--- config.mk ---
export PLATFORM = sky130hd
export DESIGN_NAME = cacheline_arbiter
export DESIGN_NICKNAME = d
export VERILOG_FILES = /design/src/rtl/cacheline_arbiter.sv
export SDC_FILE = /design/constraint.sdc
export NUM_CORES = 2
export LEC_CHECK = 0
export CORE_AREA = 4 4 638 640
export DETAILED_ROUTE_END_ITERATION = 12
export DIE_AREA = 0 0 642 644
export SLEW_MARGIN = 5
export SYNTH_ARGS = -nofsm -noshare
export SYNTH_HDL_FRONTEND = slang
export SYNTH_SLANG_ARGS = --single-unit
--- constraint.sdc ---
create_clock -name clk -period 3.8 [get_ports clk]
set_input_delay 1.14 -clock clk [delete_from_list [all_inputs] [get_ports clk]]
set_output_delay 1.14 -clock clk [all_outputs]
set_load 0.01 [all_outputs]
--- src/rtl/cacheline_arbiter.sv ---
// Shares one cacheline memory port between instruction and data requesters; CACHELINE_ARBITER_ROUND_ROBIN_EN alternates contended grants.
// Latency: grant edge + memory latency + one RESP cycle; requesters hold requests until their resp pulse.
module cacheline_arbiter #(
    parameter int ADDR_W = 32,
    parameter int LINE_W = 256
) (
    input  logic              clk,
    input  logic              rst,
    input  logic [ADDR_W-1:0] i_addr,
    input  logic [LINE_W-1:0] i_wdata,
    input  logic              i_read,
    input  logic              i_write,
    output logic [LINE_W-1:0] i_rdata,
    output logic              i_resp,
    input  logic [ADDR_W-1:0] d_addr,
    input  logic [LINE_W-1:0] d_wdata,
    input  logic              d_read,
    input  logic              d_write,
    output logic [LINE_W-1:0] d_rdata,
    output logic              d_resp,
    output logic [ADDR_W-1:0] pmem_addr,
    output logic [LINE_W-1:0] pmem_wdata,
    output logic              pmem_read,
    output logic              pmem_write,
    input  logic [LINE_W-1:0] pmem_rdata,
    input  logic              pmem_resp
);
    typedef enum logic [1:0] {IDLE, I_BUSY, D_BUSY, RESP} state_t;
    localparam logic SIDE_I = 1'b0;
    localparam logic SIDE_D = 1'b1;

    state_t            state_q, state_d;
    logic              grant_q, grant_d;
    logic              last_grant_q, last_grant_d;
    logic              wr_q, wr_d;
    logic [ADDR_W-1:0] addr_q, addr_d;
    logic [LINE_W-1:0] wdata_q, wdata_d;
    logic [LINE_W-1:0] line_q, line_d;
    logic              i_req, d_req, pick;

    assign i_req = i_read | i_write;
    assign d_req = d_read | d_write;

`ifdef CACHELINE_ARBITER_ROUND_ROBIN_EN
    // On contention, hand the port to whichever side did not win last time.
    assign pick = i_req ? (d_req ? ~last_grant_q : SIDE_I) : SIDE_D;
`else
    assign pick = i_req ? SIDE_I : SIDE_D;
`endif

    always_ff @(posedge clk) begin
        if (rst) begin
            state_q      <= IDLE;
            grant_q      <= SIDE_I;
            last_grant_q <= SIDE_D;
            wr_q         <= 1'b0;
            addr_q       <= '0;
            wdata_q      <= '0;
            line_q       <= '0;
        end else begin
            state_q      <= state_d;
            grant_q      <= grant_d;
            last_grant_q <= last_grant_d;
            wr_q         <= wr_d;
            addr_q       <= addr_d;
            wdata_q      <= wdata_d;
            line_q       <= line_d;
        end
    end

    always_comb begin
        state_d      = state_q;
        grant_d      = grant_q;
        last_grant_d = last_grant_q;
        wr_d         = wr_q;
        addr_d       = addr_q;
        wdata_d      = wdata_q;
        line_d       = line_q;
        pmem_addr    = '0;
        pmem_wdata   = '0;
        pmem_read    = 1'b0;
        pmem_write   = 1'b0;
        i_rdata      = '0;
        d_rdata      = '0;
        i_resp       = 1'b0;
        d_resp       = 1'b0;
        case (state_q)
            IDLE: begin
                if (i_req || d_req) begin
                    grant_d      = pick;
                    last_grant_d = pick;
                    if (pick == SIDE_D) begin
                        wr_d    = d_write;
                        addr_d  = d_addr;
                        wdata_d = d_wdata;
                        state_d = D_BUSY;
                    end else begin
                        wr_d    = i_write;
                        addr_d  = i_addr;
                        wdata_d = i_wdata;
                        state_d = I_BUSY;
                    end
                end
            end
            I_BUSY, D_BUSY: begin
                pmem_addr  = addr_q;
                pmem_wdata = wdata_q;
                pmem_read  = ~wr_q;
                pmem_write = wr_q;
                if (pmem_resp) begin
                    // A write echoes its own line back to the requester.
                    line_d  = wr_q ? wdata_q : pmem_rdata;
                    state_d = RESP;
                end
            end
            RESP: begin
                if (grant_q == SIDE_D) begin
                    d_resp  = 1'b1;
                    d_rdata = line_q;
                end else begin
                    i_resp  = 1'b1;
                    i_rdata = line_q;
                end
                state_d = IDLE;
            end
            default: state_d = IDLE;
        endcase
    end
endmodule

==> impl_metrics.py <==
metrics = {
    "synthesis": {
        "synth_cell_types": 26,
        "yosys_warnings": 0,
        "seq_area_frac_synth": 0.385,
        "avgSynthCellArea_um2": 9.34,
        "synth_nets": 3894,
        "syn_inst": 3053,
        "syn_area_um2": 28500,
        "synth-seq-cells": 548,
    },
    "clocking": {
        "htreeDepth": 3,
        "tritoncts": "yes",
        "hold_buffers": 0,
        "cts_root_buffer": "clkbuf_16",
        "cts.sinks": 548,
        "cts_buffers": 85,
        "cts.clk_slew.worst_paths_ps": 60,
        "clkLatencyLatePin_ps": 820,
        "clockBufferDepth": 4,
    },
    "timing": {
        "setup_violations": 7,
        "drv_slew": 0,
        "clock_skew_ps": 68.8,
        "worstMarginPinSlew_ps": 979,
        "slew-limit-headroom": 0.329,
        "hold_slack_ps": 459,
        "rsz0062_at_grt": "true",
        "fmax_mhz": 259,
        "timing.final.crit_period_ps": 3860,
        "fin_tns_setup_ps": -157,
        "hold_viol_final": 0,
        "layout_setup_ws_ps": -58.5,
        "fin_crit_sh": 1.02,
    },
    "status": {
        "violations": "negative setup slack",
        "status": "complete, but fails checks",
    },
    "global_route": {
        "grt_overflow": 0,
        "grtUsageMet1": 0.203,
        "gr-usage-all-layers": 0.172,
        "grt_most_used_layer": "met2",
        "grt_max_degree": 120,
        "grt_pass1_wl_um": 446000,
        "grt_antenna_before_repair": 286,
        "grt_util_met2": 0.279,
        "grt_pass1_vias": 31622,
        "met3_usage": 0.0825,
    },
    "detailed_routing": {
        "antenna_left": 0,
        "first_pass_iters": 5,
        "dr_total_vias": 33540,
        "detail_route.vias_per_cell": 3.31,
        "drc": 0,
        "wl_per_cell_um": 36.9,
        "first_iter_violations": 3166,
        "drt_wl_total_um": 373000,
    },
    "layout": {
        "fin_util": 0.149,
        "nets": 5536,
        "stdcell_count": 10118,
        "layout-drive-gt1-share": 0.195,
        "area_delta_synth_final_pct": 109,
    },
    "die": {
        "pin_count": 1643,
        "die_h_um": 644,
        "core_um2": 401000,
        "die_w_um": 642,
        "fp-row-count": 233,
        "initial_core_util": 0.0710,
        "die_area_um2": 413000,
    },
    "critical_path": {
        "worst_setup_path_start_kind": "flip-flop",
        "cp.arrival_ps": 2720,
        "cp-end-kind": "primary output",
        "required_ps": 2660,
        "path_class": "flip-flop to primary output",
        "critPathMaxFanout": 22,
    },
    "power": {
        "power_leakage_nw": 25.7,
        "ir_drop_mv": 0.346,
        "fin_total_pwr_mw": 38.6,
        "p_per_area_nw_per_um2": 646,
    },
    "worst_hold_path": {
        "hold_path_class": "flip-flop to flip-flop",
    },
    "placement": {
        "dpl.cell_count": 9796,
        "gp_congestion": 0.940,
        "place.port_buffers": 1642,
        "dp_hpwl_um": 319000,
    },
    "run": {
        "max-cap-violations": 0,
    },
}
[through the flow]
step	worst slack (ps)	instance area [µm²]
detailed placement	366	54600
global route	-167	59600
global placement	404	54600
CTS	-216	59100
floorplan	1190	28500
finish	-58.5	59700
[state kept, by name, summed over array words and instances (netlist names)]
name / count
line_q: 256
state_q: 2
addr_q: 32
grant_q: 1
wdata_q: 256
wr_q: 1
[worst paths after layout]
path	startpoint	to	slack [ps]	depth (start not counted)
setup reg to reg	state_q[1]$_SDFFE_PP0P_	line_q[116]$_SDFFE_PP0P_	920	11
hold reg to reg	addr_q[2]$_SDFFE_PP0P_	addr_q[2]$_SDFFE_PP0P_	460	1
hold / removal	addr_q[2]$_SDFFE_PP0P_	addr_q[2]$_SDFFE_PP0P_	460	1
setup / recovery	state_q[1]$_SDFFE_PP0P_	d_rdata[115]	-60	6
[Yosys cell counts]
cell       instances  share of area
a211o_1            1        0.00031
mux2i_1          544           0.19
buf_6              2        0.00079
nor3b_1            1        0.00026
o2bb2ai_1        288          0.088
nor2b_1            5         0.0011
clkbuf_1         182          0.024
o41a_1             1        0.00040
ha_1               2        0.00088
or2_1              1        0.00022
inv_1              3        0.00040
a211oi_1         256          0.067
and3_1           256          0.056
buf_4             13         0.0034
nand2_1            1        0.00013
buf_2            131          0.023
a221oi_1           2        0.00061
nor2_1           258          0.034
clkbuf_4           1        0.00026
and2_1           547           0.12
dfxtp_1          548           0.38
nor2_4             1        0.00040
nand2b_1           1        0.00022
a21oi_1            3        0.00053
o21ai_0            4        0.00070
o311ai_0           1        0.00031
[layout by cell type (no fill, tap or decap), types with 7 or more instances in the layout]
cell type / netlist / final
clkdlybuf4s50_1: 0 / 959
mux2i_1: 544 / 544
dfxtp_1: 548 / 544
and2_1: 547 / 447
buf_12: 0 / 353
o2bb2ai_1: 288 / 288
nor2_1: 258 / 258
a211oi_1: 256 / 256
and3_1: 256 / 255
buf_4: 13 / 156
dlygate4sd2_1: 0 / 134
dlymetal6s2s_1: 0 / 114
and2_4: 0 / 98
clkbuf_16: 0 / 91
diode_2: 0 / 80
buf_2: 131 / 63
buf_16: 0 / 38
clkbuf_2: 0 / 20
buf_6: 2 / 16
clkinv_4: 0 / 12
clkinv_2: 0 / 11
bufinv_16: 0 / 10
clkbuf_8: 0 / 9
clkdlybuf4s15_2: 0 / 9
buf_8: 0 / 8
bufbuf_16: 0 / 7
[worst max-delay path: stages (launching register included)]
cell and delay (ps):
dfxtp_4 370, ha_4 180, buf_4 140, buf_16 180
buf_16 210, and3_1 170, clkdlybuf4s50_1 530
[layer usage]
metal / part of all wire / wire [µm] / vias up
li1: - / - / 14380
met1: 0.39 / 147000 / 16393
met2: 0.45 / 170000 / 2071
met3: 0.12 / 44500 / 570
met4: 0.031 / 11400 / 126
met5: 0.0023 / 857 / -
[report_power, final]
group          total (mW)  switching [mW]  internal, mW
combinational        18.7            10.2          8.45
clock                8.47            3.47          5.00
sequential           11.4            3.66          7.79
total                38.6            17.3          21.2
[logic make-up after synthesis]
kind of cell / count (synthesis) / share of synthesized area
AOI/OAI and AO/OA: 556 / 0.159
adders and majority gates: 2 / 0.000878
buffers and inverters: 332 / 0.0518
DFF: 548 / 0.385
muxes: 544 / 0.191
and+or+nand+nor: 1071 / 0.213
[repair_timing]
| item | 4_1_cts | 5_1_grt |
|---|---|---|
| pin swaps | 2 | 1 |
| resized for setup | 644 | 202 |
| setup buffers | 60 | 14 |
| endpoints found under the hold margin | 0 | 0 |
| cloned | 34 | 6 |
| setup endpoints to repair | 683 | 392 |
[cell type report]
cell class,count,area [µm²]
Inverter,3,11.3
Sequential cell,548,11000
Antenna cell,80,200
Clock buffer,100,2290
Timing Repair Buffer,1884,22700
Fill cell,45155,342000
Clock inverter,43,563
Tap cell,5287,6620
Multi-Input combinational cell,2173,16300
No activity file was read; power rests on OpenSTA's default activity.
